**config.mk**
```make
export PLATFORM = sky130hd
export DESIGN_NAME = shift_seq_ctrl_flat
export DESIGN_NICKNAME = d
export VERILOG_FILES = /design/src/rtl/shift_seq_ctrl_if.sv /design/src/rtl/shift_seq_ctrl.sv /design/src/flat_wrapper.sv
export SDC_FILE = /design/constraint.sdc
export NUM_CORES = 1
export LEC_CHECK = 0
export BUFFER_PORTS_ARGS = -buffer_cell sky130_fd_sc_hd__buf_2
export CAP_MARGIN = 5
export CORE_ASPECT_RATIO = 1.1
export CORE_MARGIN = 2
export CORE_UTILIZATION = 35
export DETAILED_ROUTE_END_ITERATION = 10
export PLACE_DENSITY_LB_ADDON = 0.1
export SYNTH_ARGS = -nofsm -noshare
export SYNTH_HDL_FRONTEND = slang
export SYNTH_SLANG_ARGS = --single-unit
```
**constraint.sdc**
```tcl
create_clock -name clk -period 3.46 [get_ports clk]
set_input_delay 0.692 -clock clk [delete_from_list [all_inputs] [get_ports clk]]
set_output_delay 0.692 -clock clk [all_outputs]
set_load 0.03 [all_outputs]
```
**src/rtl/shift_seq_ctrl_if.sv**
```systemverilog
// Request, result and shift-register strobe bundle of the shift sequencer.
// slave is the controller side; master is the requester/datapath side.
interface shift_seq_ctrl_if #(
  parameter int W  = 4,
  parameter int CW = 3
);
  logic          in_valid;
  logic          in_ready;
  logic [W-1:0]  in_data;
  logic [CW-1:0] in_count;
  logic          sr_load;
  logic          sr_shift_en;
  logic [W-1:0]  sr_d;
  logic [W-1:0]  sr_q;
  logic          out_valid;
  logic          out_ready;
  logic [W-1:0]  out_data;
  logic          busy;
  logic          done;

  modport slave (
    input  in_valid, in_data, in_count, sr_q, out_ready,
    output in_ready, sr_load, sr_shift_en, sr_d, out_valid, out_data, busy, done
  );

  modport master (
    output in_valid, in_data, in_count, sr_q, out_ready,
    input  in_ready, sr_load, sr_shift_en, sr_d, out_valid, out_data, busy, done
  );
endinterface

```
**src/rtl/shift_seq_ctrl.sv**
```systemverilog
// Sequencer: load a word into a right shift register, issue paced shift
// pulses, capture the result and hand it back over valid/ready.
module shift_seq_ctrl #(
  parameter int W    = 4,
  parameter int CW   = 3,
  parameter int PACE = 1
) (
  input logic           clk,
  input logic           rst,
  shift_seq_ctrl_if.slave bus
);
  localparam int RW  = $clog2(W + 1);
  localparam int PCW = $clog2(PACE + 1);
  // GAP counts down from PACE-2 to 0, giving PACE-1 quiet cycles
  localparam logic [PCW-1:0] GAP_INIT = PCW'((PACE > 1) ? PACE - 2 : 0);

  typedef enum logic [2:0] {IDLE, LOAD, SHIFT, GAP, CAPTURE, OUTPUT} state_t;

  state_t         state;
  logic [RW-1:0]  rem;
  logic [RW-1:0]  count_clamped;
  logic [PCW-1:0] pace_cnt;
  logic           ready_r, load_r, shift_r, valid_r, busy_r;
  logic [W-1:0]   d_r, q_r;

  always_comb
    count_clamped = (int'(bus.in_count) > W) ? RW'(W) : RW'(bus.in_count);

  always_ff @(posedge clk or posedge rst) begin
    if (rst) begin
      state    <= IDLE;
      rem      <= '0;
      pace_cnt <= '0;
      ready_r  <= 1'b1;
      load_r   <= 1'b0;
      shift_r  <= 1'b0;
      valid_r  <= 1'b0;
      busy_r   <= 1'b0;
      d_r      <= '0;
      q_r      <= '0;
    end else begin
      load_r  <= 1'b0;
      shift_r <= 1'b0;
      case (state)
        IDLE: if (bus.in_valid) begin
          d_r     <= bus.in_data;
          rem     <= count_clamped;
          ready_r <= 1'b0;
          busy_r  <= 1'b1;
          load_r  <= 1'b1;
          state   <= LOAD;
        end
        LOAD: if (rem != '0) begin
          shift_r <= 1'b1;
          state   <= SHIFT;
        end else begin
          state   <= CAPTURE;
        end
        SHIFT: begin
          rem <= rem - RW'(1);
          if (rem == RW'(1)) begin
            state <= CAPTURE;
          end else if (PACE > 1) begin
            pace_cnt <= GAP_INIT;
            state    <= GAP;
          end else begin
            shift_r <= 1'b1;
          end
        end
        GAP: if (pace_cnt == '0) begin
          shift_r <= 1'b1;
          state   <= SHIFT;
        end else begin
          pace_cnt <= pace_cnt - PCW'(1);
        end
        CAPTURE: begin
          q_r     <= bus.sr_q;
          valid_r <= 1'b1;
          state   <= OUTPUT;
        end
        OUTPUT: if (bus.out_ready) begin
          valid_r <= 1'b0;
          busy_r  <= 1'b0;
          ready_r <= 1'b1;
          state   <= IDLE;
        end
        default: state <= IDLE;
      endcase
    end
  end

  // in_ready is masked by rst so a request can never land during reset
  assign bus.in_ready    = ready_r & ~rst;
  assign bus.sr_load     = load_r;
  assign bus.sr_shift_en = shift_r;
  assign bus.sr_d        = d_r;
  assign bus.out_valid   = valid_r;
  assign bus.out_data    = q_r;
  assign bus.busy        = busy_r;
  assign bus.done        = (state == OUTPUT) & bus.out_ready;
endmodule

```
**src/flat_wrapper.sv**
```systemverilog
// flat-port wrapper written by rule: the top's interface ports become plain ports
module shift_seq_ctrl_flat 
#(
  parameter int W    = 4,
  parameter int CW   = 3,
  parameter int PACE = 1
)
  (clk, rst, bus_in_valid, bus_in_data, bus_in_count, bus_sr_q, bus_out_ready, bus_in_ready, bus_sr_load, bus_sr_shift_en, bus_sr_d, bus_out_valid, bus_out_data, bus_busy, bus_done);
  shift_seq_ctrl_if #(.W(W), .CW(CW)) bus_i ();
  input logic clk;
  input logic rst;
  input wire logic [$bits(bus_i.in_valid)-1:0] bus_in_valid;
  input wire logic [$bits(bus_i.in_data)-1:0] bus_in_data;
  input wire logic [$bits(bus_i.in_count)-1:0] bus_in_count;
  input wire logic [$bits(bus_i.sr_q)-1:0] bus_sr_q;
  input wire logic [$bits(bus_i.out_ready)-1:0] bus_out_ready;
  output wire logic [$bits(bus_i.in_ready)-1:0] bus_in_ready;
  output wire logic [$bits(bus_i.sr_load)-1:0] bus_sr_load;
  output wire logic [$bits(bus_i.sr_shift_en)-1:0] bus_sr_shift_en;
  output wire logic [$bits(bus_i.sr_d)-1:0] bus_sr_d;
  output wire logic [$bits(bus_i.out_valid)-1:0] bus_out_valid;
  output wire logic [$bits(bus_i.out_data)-1:0] bus_out_data;
  output wire logic [$bits(bus_i.busy)-1:0] bus_busy;
  output wire logic [$bits(bus_i.done)-1:0] bus_done;
  assign bus_i.in_valid = bus_in_valid;
  assign bus_i.in_data = bus_in_data;
  assign bus_i.in_count = bus_in_count;
  assign bus_i.sr_q = bus_sr_q;
  assign bus_i.out_ready = bus_out_ready;
  assign bus_in_ready = bus_i.in_ready;
  assign bus_sr_load = bus_i.sr_load;
  assign bus_sr_shift_en = bus_i.sr_shift_en;
  assign bus_sr_d = bus_i.sr_d;
  assign bus_out_valid = bus_i.out_valid;
  assign bus_out_data = bus_i.out_data;
  assign bus_busy = bus_i.busy;
  assign bus_done = bus_i.done;
  shift_seq_ctrl #(.W(W), .CW(CW), .PACE(PACE)) u_core (.clk(clk), .rst(rst), .bus(bus_i));
endmodule
```
==> summary.md, run 1 <==
| Metric | Value |
|---|---|
| Peak Freq | 460.1 MHz |
| Ys async rst share | 1.000 |
| Status | finished, final reports clean |
| Final Skew | 7.661 ps |
| Via density | 4.866 |
| Slowest cell on the critical path | dfrtp_1 |
| Dpl cells | 138 |
| Relative slew slack | 0.5306 |
| TritonCTS clock tree | done |
| Worst-path clk slew | 110 ps |
| Die extent in y | 58.63 µm |
| CP peak stage delay | 590 ps |
| Max Cap Viol | 0 |
| Worst Path Buf+Inv | 1 |
| Hold crit path type | in2async |
| Area Growth Syn to Fin | 18.97% |
| PD cells | 952.3 nW/µm² |
| Die area | 3146 µm² |
| Synth warn | 0 |
| Sequential share of the synthesized area | 0.5020 |
| Maximum vdd ir drop | 0.5539 mV |
| Antenna Cells | 0 |
| Cell with the most instances after synthesis | dfrtp_1 |
| Syn nets | 101 |
| Yosys cell types | 31 |
| Gp weighted congestion | 0.7619 |
| RSZ-0062 raised after global routing | no |
| Area contributors post-synth | dfrtp_1 47%, mux2_2 11%, ha_1 4.0%, nor2_1 3.2%, dfstp_2 2.8% |
| Crit-path max FO | 15 |
| Buffers on Ports | 28 |
| Worst R2R Setup Slack | 1880 ps |
| Fin. Hold Viols | 0 |
| Data required, critical path | 2770 ps |
| Layout net count | 130 |
| CP endpoint kind | output pin |
| Drt total wl | 1.709 mm |
| Max Slew Vio Count | 0 |
| Setup crit start kind | register |
| Clk_lat worst skew | 300 ps |
| Largest net degree at the start of global routing | 20 |
| Share of layout cells above drive strength 1 | 0.3964 |
| Starting Density | 0.3733 |
| Num Clock Sinks | 19 |
| Fin cells | 142 |
| Largest area contributor in the netlist | dfrtp_1 |
| Setup_tns | 0 ps |
| Die X-Extent | 53.67 µm |
| DRC violation count after routing | 0 |
| H-Tree Depth | 1 |
| Critical Path AT | 1480 ps |
| Top_reg_cell synth | dfrtp_1 |
| Ports | 29 |
| Number of buffers created by CTS | 3 |
| Final core utilization | 0.4442 |
| Via count | 691 |
| Core Box Area | 2544 µm² |
| WL/cell | 12.04 µm |
| Setup CP Type | reg2out |
| Clk root buf | clkbuf_4 |
| Final setup viols | 0 |
| Hold buffers post-CTS | 0 |
| Global-route wire length before repair | 2.939 mm |
| Total GRT Usage | 0.1274 |
| Cells after Synth | 83 |
| Tcrit/Tclk final | 0.6282 |
| Post-synth EDFFs | 0 |
| Detailed placement HPWL | 1.284 mm |
| Flops & latches, synth | 19 |
| Initial antenna violation count | 0 |
| Worst path cell trace | and4b_1 > buf_2 |
| Yosys top cell area share | 0.4743 |
| Synthesized cell area | 949.7 µm² |
| Total power | 0.001076 W |
| Total grt overflow | 0 |
| Worst slew pin tran | 703.3 ps |
| Syn avg cell area | 11.44 µm² |
| Top post-synthesis cells by count | 18 x dfrtp_1, 9 x mux2_2, 8 x nor2_1 |
| Crit path time final | 2174 ps |
| Number of global-route vias before repair | 675 |
| Pre-antenna DRT Iters | 4 |
| Leakage | 0.5439 nW |
| Post-CTS Setup Inserts | 0 |
| Post-route antenna net violation count | 0 |
| Row cnt | 19 |
| Clk buf depth | 2 |
| Post-CTS sizing | 0 |
| 1st-iter DRT viols | 12 |
| Family with the most delay on the worst path | flip-flops |
[routing by layer]
metal	vias to the layer above	wire length, µm	global-route usage
li1	345	-	-
met1	324	803	0.1680
met2	17	802	0.1969
met3	5	67	0.03046
met4	0	36	0.05495
met5	-	0	0
[layout make-up]
cell class / instances / area, µm²
flip-flops and latches: 19 / 476.7
well taps: 31 / 38.79
fillers: 248 / 1414
inverters: 7 / 26.28
multi-input cells: 53 / 420.4
repair buffers: 28 / 140.1
clock inverters: 1 / 5.005
clock buffers: 3 / 22.52
[power by group]
part,leakage [nW],internal (W),switching [W]
Combinational,0.303,0.000229,0.000294
Clock,0.0177,0.0000431,0.0000678
Sequential,0.224,0.000329,0.000113
Total,0.544,0.000601,0.000475
[through the flow]
| step | worst slack, ps | area, µm² | hold slack (ps) |
|---|---|---|---|
| 3_3_place_gp | 1521 | 1102 | 463.0 |
| 4_1_cts | 1261 | 1130 | 511.7 |
| 2_1_floorplan | 1644 | 949.7 | 476.3 |
| 3_5_place_dp | 1529 | 1102 | 488.0 |
| 6_report | 1286 | 1130 | 493.3 |
| 5_1_grt | 1183 | 1130 | 529.5 |
[cells in the final DEF, fill, tap and decap left out]
master      n
o21ai_0     3
inv_1       7
a21o_1      1
o31ai_1     1
xnor2_1     1
a21oi_1     3
and4b_1     2
nor4bb_1    1
a21boi_0    1
a31oi_1     1
a211oi_1    2
o221a_1     1
nor3b_2     1
nand3b_1    1
clkbuf_4    3
dfrtp_1    18
nand3_1     1
a2bb2oi_1   1
buf_2      28
nor2_1      8
clkinv_2    1
or3_1       1
mux2_2      9
o21a_1      1
nor2b_1     2
ha_1        3
o21bai_1    1
nand2b_1    3
nand2_1     2
o32a_1      1
dfstp_2     1
nor4b_4     1
[sequential cells by signal, summed over array words and instances (netlist names)]
register,cells
u_core.bus.busy,1
u_core.bus.out_data,4
u_core.bus.out_valid,1
u_core.bus.sr_d,4
u_core.bus.sr_load,1
u_core.bus.sr_shift_en,1
u_core.ready_r,1
u_core.rem,3
u_core.state,3
[final timing paths]
kind	startpoint	depth (start not counted)	to
setup / recovery	u_core.state[1]	2	bus_done
hold / removal	rst	2	u_core.bus.sr_d[1]
setup reg to reg	u_core.state[2]	2	u_core.bus.out_data[0]
hold reg to reg	u_core.ready_r	2	u_core.ready_r
max in group asynchronous	rst	2	u_core.bus.sr_load
min in group clk	u_core.ready_r	2	u_core.ready_r
[kinds of logic (layout without fill, tap and decap cells)]
logic type / after synthesis / after routing / share of synthesized area
AOI/OAI and AO/OA: 17 / 17 / 0.1252
xor gates and xnor gates: 1 / 1 / 0.009224
adders and majority gates: 3 / 3 / 0.03953
buffers and inverters: 11 / 39 / 0.05534
DFF: 19 / 19 / 0.5020
muxes: 9 / 9 / 0.1067
and+or+nand+nor: 23 / 23 / 0.1621
Power figures use the tool's default switching activity.
==> run 2, diff against run 1 <==
==> constraint.sdc (replaced) <==
create_clock -name clk -period 2 [get_ports clk]
set_input_delay 0.4 -clock clk [delete_from_list [all_inputs] [get_ports clk]]
set_output_delay 0.4 -clock clk [all_outputs]
set_load 0.03 [all_outputs]
==> run 2 against run 1 <==
Critical path type unchanged. Die area did not move. Critical path depth did not move. Count of clock-buffer cells in the layout rose by 1. Cell count did not move. Clock power rose by 69%. Routed wire length rose by 1.5%.
==> summary.md, run 2 (same netlist as run 1, synthesis figures left out) <==
| Metric | Value |
|---|---|
| Clk buf depth | 2 |
| Maximum vdd ir drop | 0.6872 mV |
| Critical Path AT | 1500 ps |
| Buffers on Ports | 28 |
| Gp weighted congestion | 0.6839 |
| Worst slew pin tran | 693.0 ps |
| Placed inst area | 1102 µm² |
| Total GRT Usage | 0.1345 |
| Pint | 0.001044 W |
| Antenna Cells | 0 |
| Slowest cell on the critical path | dfrtp_1 |
| NetSw | 0.0008212 W |
| Data required, critical path | 1600 ps |
| Global-route wire length before repair | 3.111 mm |
| Num Clock Sinks | 19 |
| Area Growth Syn to Fin | 18.84% |
| Detailed placement HPWL | 1.347 mm |
| Number of global-route vias before repair | 718 |
| Clk_lat worst skew | 290 ps |
| WL/cell | 12.21 µm |
| Max Cap Viol | 0 |
| Die area | 3146 µm² |
| Switching part of the total power | 0.4403 |
| Largest net degree at the start of global routing | 20 |
| Setup_tns | 0 ps |
| CP peak stage delay | 590 ps |
| Hold crit path type | in2async |
| Most common cell after layout, fill and taps aside | buf_2 |
| Pre-antenna DRT Iters | 4 |
| Leakage | 0.5412 nW |
| 1st-iter DRT viols | 10 |
| Post-CTS Setup Inserts | 0 |
| RSZ-0062 raised after global routing | no |
| Post-CTS sizing | 0 |
| Relative slew slack | 0.5375 |
| Share of layout cells above drive strength 1 | 0.3874 |
| Setup CP Type | reg2out |
| Crit path time final | 1901 ps |
| Ports | 29 |
| Commonest cells after routing, fill and taps aside | 28 x buf_2, 18 x dfrtp_1, 9 x mux2_2 |
| Number of buffers created by CTS | 3 |
| Tcrit/Tclk final | 0.9507 |
| Max Slew Vio Count | 0 |
| Core Box Area | 2544 µm² |
| Flop pwr share | 0.408 |
| Die X-Extent | 53.67 µm |
| Worst-path clk slew | 100 ps |
| Clk root buf | clkbuf_4 |
| Peak Freq | 526.0 MHz |
| PD cells | 1653 nW/µm² |
| Layout net count | 130 |
| Final Skew | 6.406 ps |
| Drt total wl | 1.734 mm |
| Starting Density | 0.3733 |
| TritonCTS clock tree | done |
| Setup crit start kind | register |
| Worst path cell trace | and4b_1 > buf_2 |
| Post-route antenna net violation count | 0 |
| Initial antenna violation count | 0 |
| Via density | 5.035 |
| Fin. Hold Viols | 0 |
| Die extent in y | 58.63 µm |
| Via count | 715 |
| DRC violation count after routing | 0 |
| Gate power share | 0.491 |
| Final instance area | 1129 µm² |
| H-Tree Depth | 1 |
| CP endpoint kind | output pin |
| Final setup viols | 0 |
| Total grt overflow | 0 |
| Hold buffers post-CTS | 0 |
| Crit-path max FO | 15 |
| Status | finished, final reports clean |
| Row cnt | 19 |
| Clk pwr share | 0.101 |
## run 2: cell types whose count changed in the layout (fill, tap and decap cells not counted)
cell / delta
clkbuf_1: +1
clkinv_2: -1
## run 2: worst paths after layout
path / startpoint / end / slack, ps / cells after the start
worst max-delay path: u_core.state[1] / bus_done / 100 / 2
worst min-delay path: rst / u_core.state[0] / 210 / 2
worst max register to register: u_core.state[1] / u_core.bus.sr_d[0] / 400 / 2
worst min register to register: u_core.bus.out_valid / u_core.bus.out_valid / 490 / 1
max in group asynchronous: rst / u_core.bus.out_data[0] / 1350 / 2
min in group clk: bus_sr_q[2] / u_core.bus.out_data[2] / 330 / 2
## run 2: routing by layer
layer	GRT usage	part of all wire	vias to the layer above
li1	-	-	346
met1	0.1579	0.43	349
met2	0.2300	0.51	18
met3	0.04822	0.051	2
met4	0.03297	0.0098	0
met5	0	0	-
## run 2: final cells by class
class | instances | area [µm²]
multi-input cells | 53 | 420.4
clock buffers | 4 | 26.28
well taps | 31 | 38.79
inverters | 7 | 26.28
flip-flops and latches | 19 | 476.7
fillers | 258 | 1415
repair buffers | 28 | 140.1
## run 2: stage by stage
stage / utilization / total power, W / std cells / setup slack, ps / hold slack [ps]
floorplan: - / 0.001487 / 83 / 491.8 / 350.4
global placement: 0.4334 / 0.001682 / 138 / 412.2 / 487.4
detailed placement: 0.4334 / 0.001699 / 138 / 397.7 / 473.7
CTS: 0.4437 / 0.001894 / 142 / 95.46 / 237.2
global route: 0.4437 / 0.002027 / 142 / 22.39 / 261.7
finish: 0.4437 / 0.001865 / 142 / 98.68 / 206.6
## run 2: power groups by stage
stage	sequential, W	clock (W)	combinational [W]
after floorplan	0.000902	0	0.000585
after global placement	0.000764	0	0.000919
after detailed placement	0.000770	0	0.000929
after CTS	0.000764	0.000200	0.000930
after global routing	0.000801	0.000213	0.00101
final	0.000762	0.000188	0.000916
## run 2: worst max-delay path: cells and delay by family (launching register included)
kind / cells / cell delay (ps)
buffers and inverters: 1 / 220
flip-flops: 1 / 590
AND/OR/NAND/NOR: 1 / 400
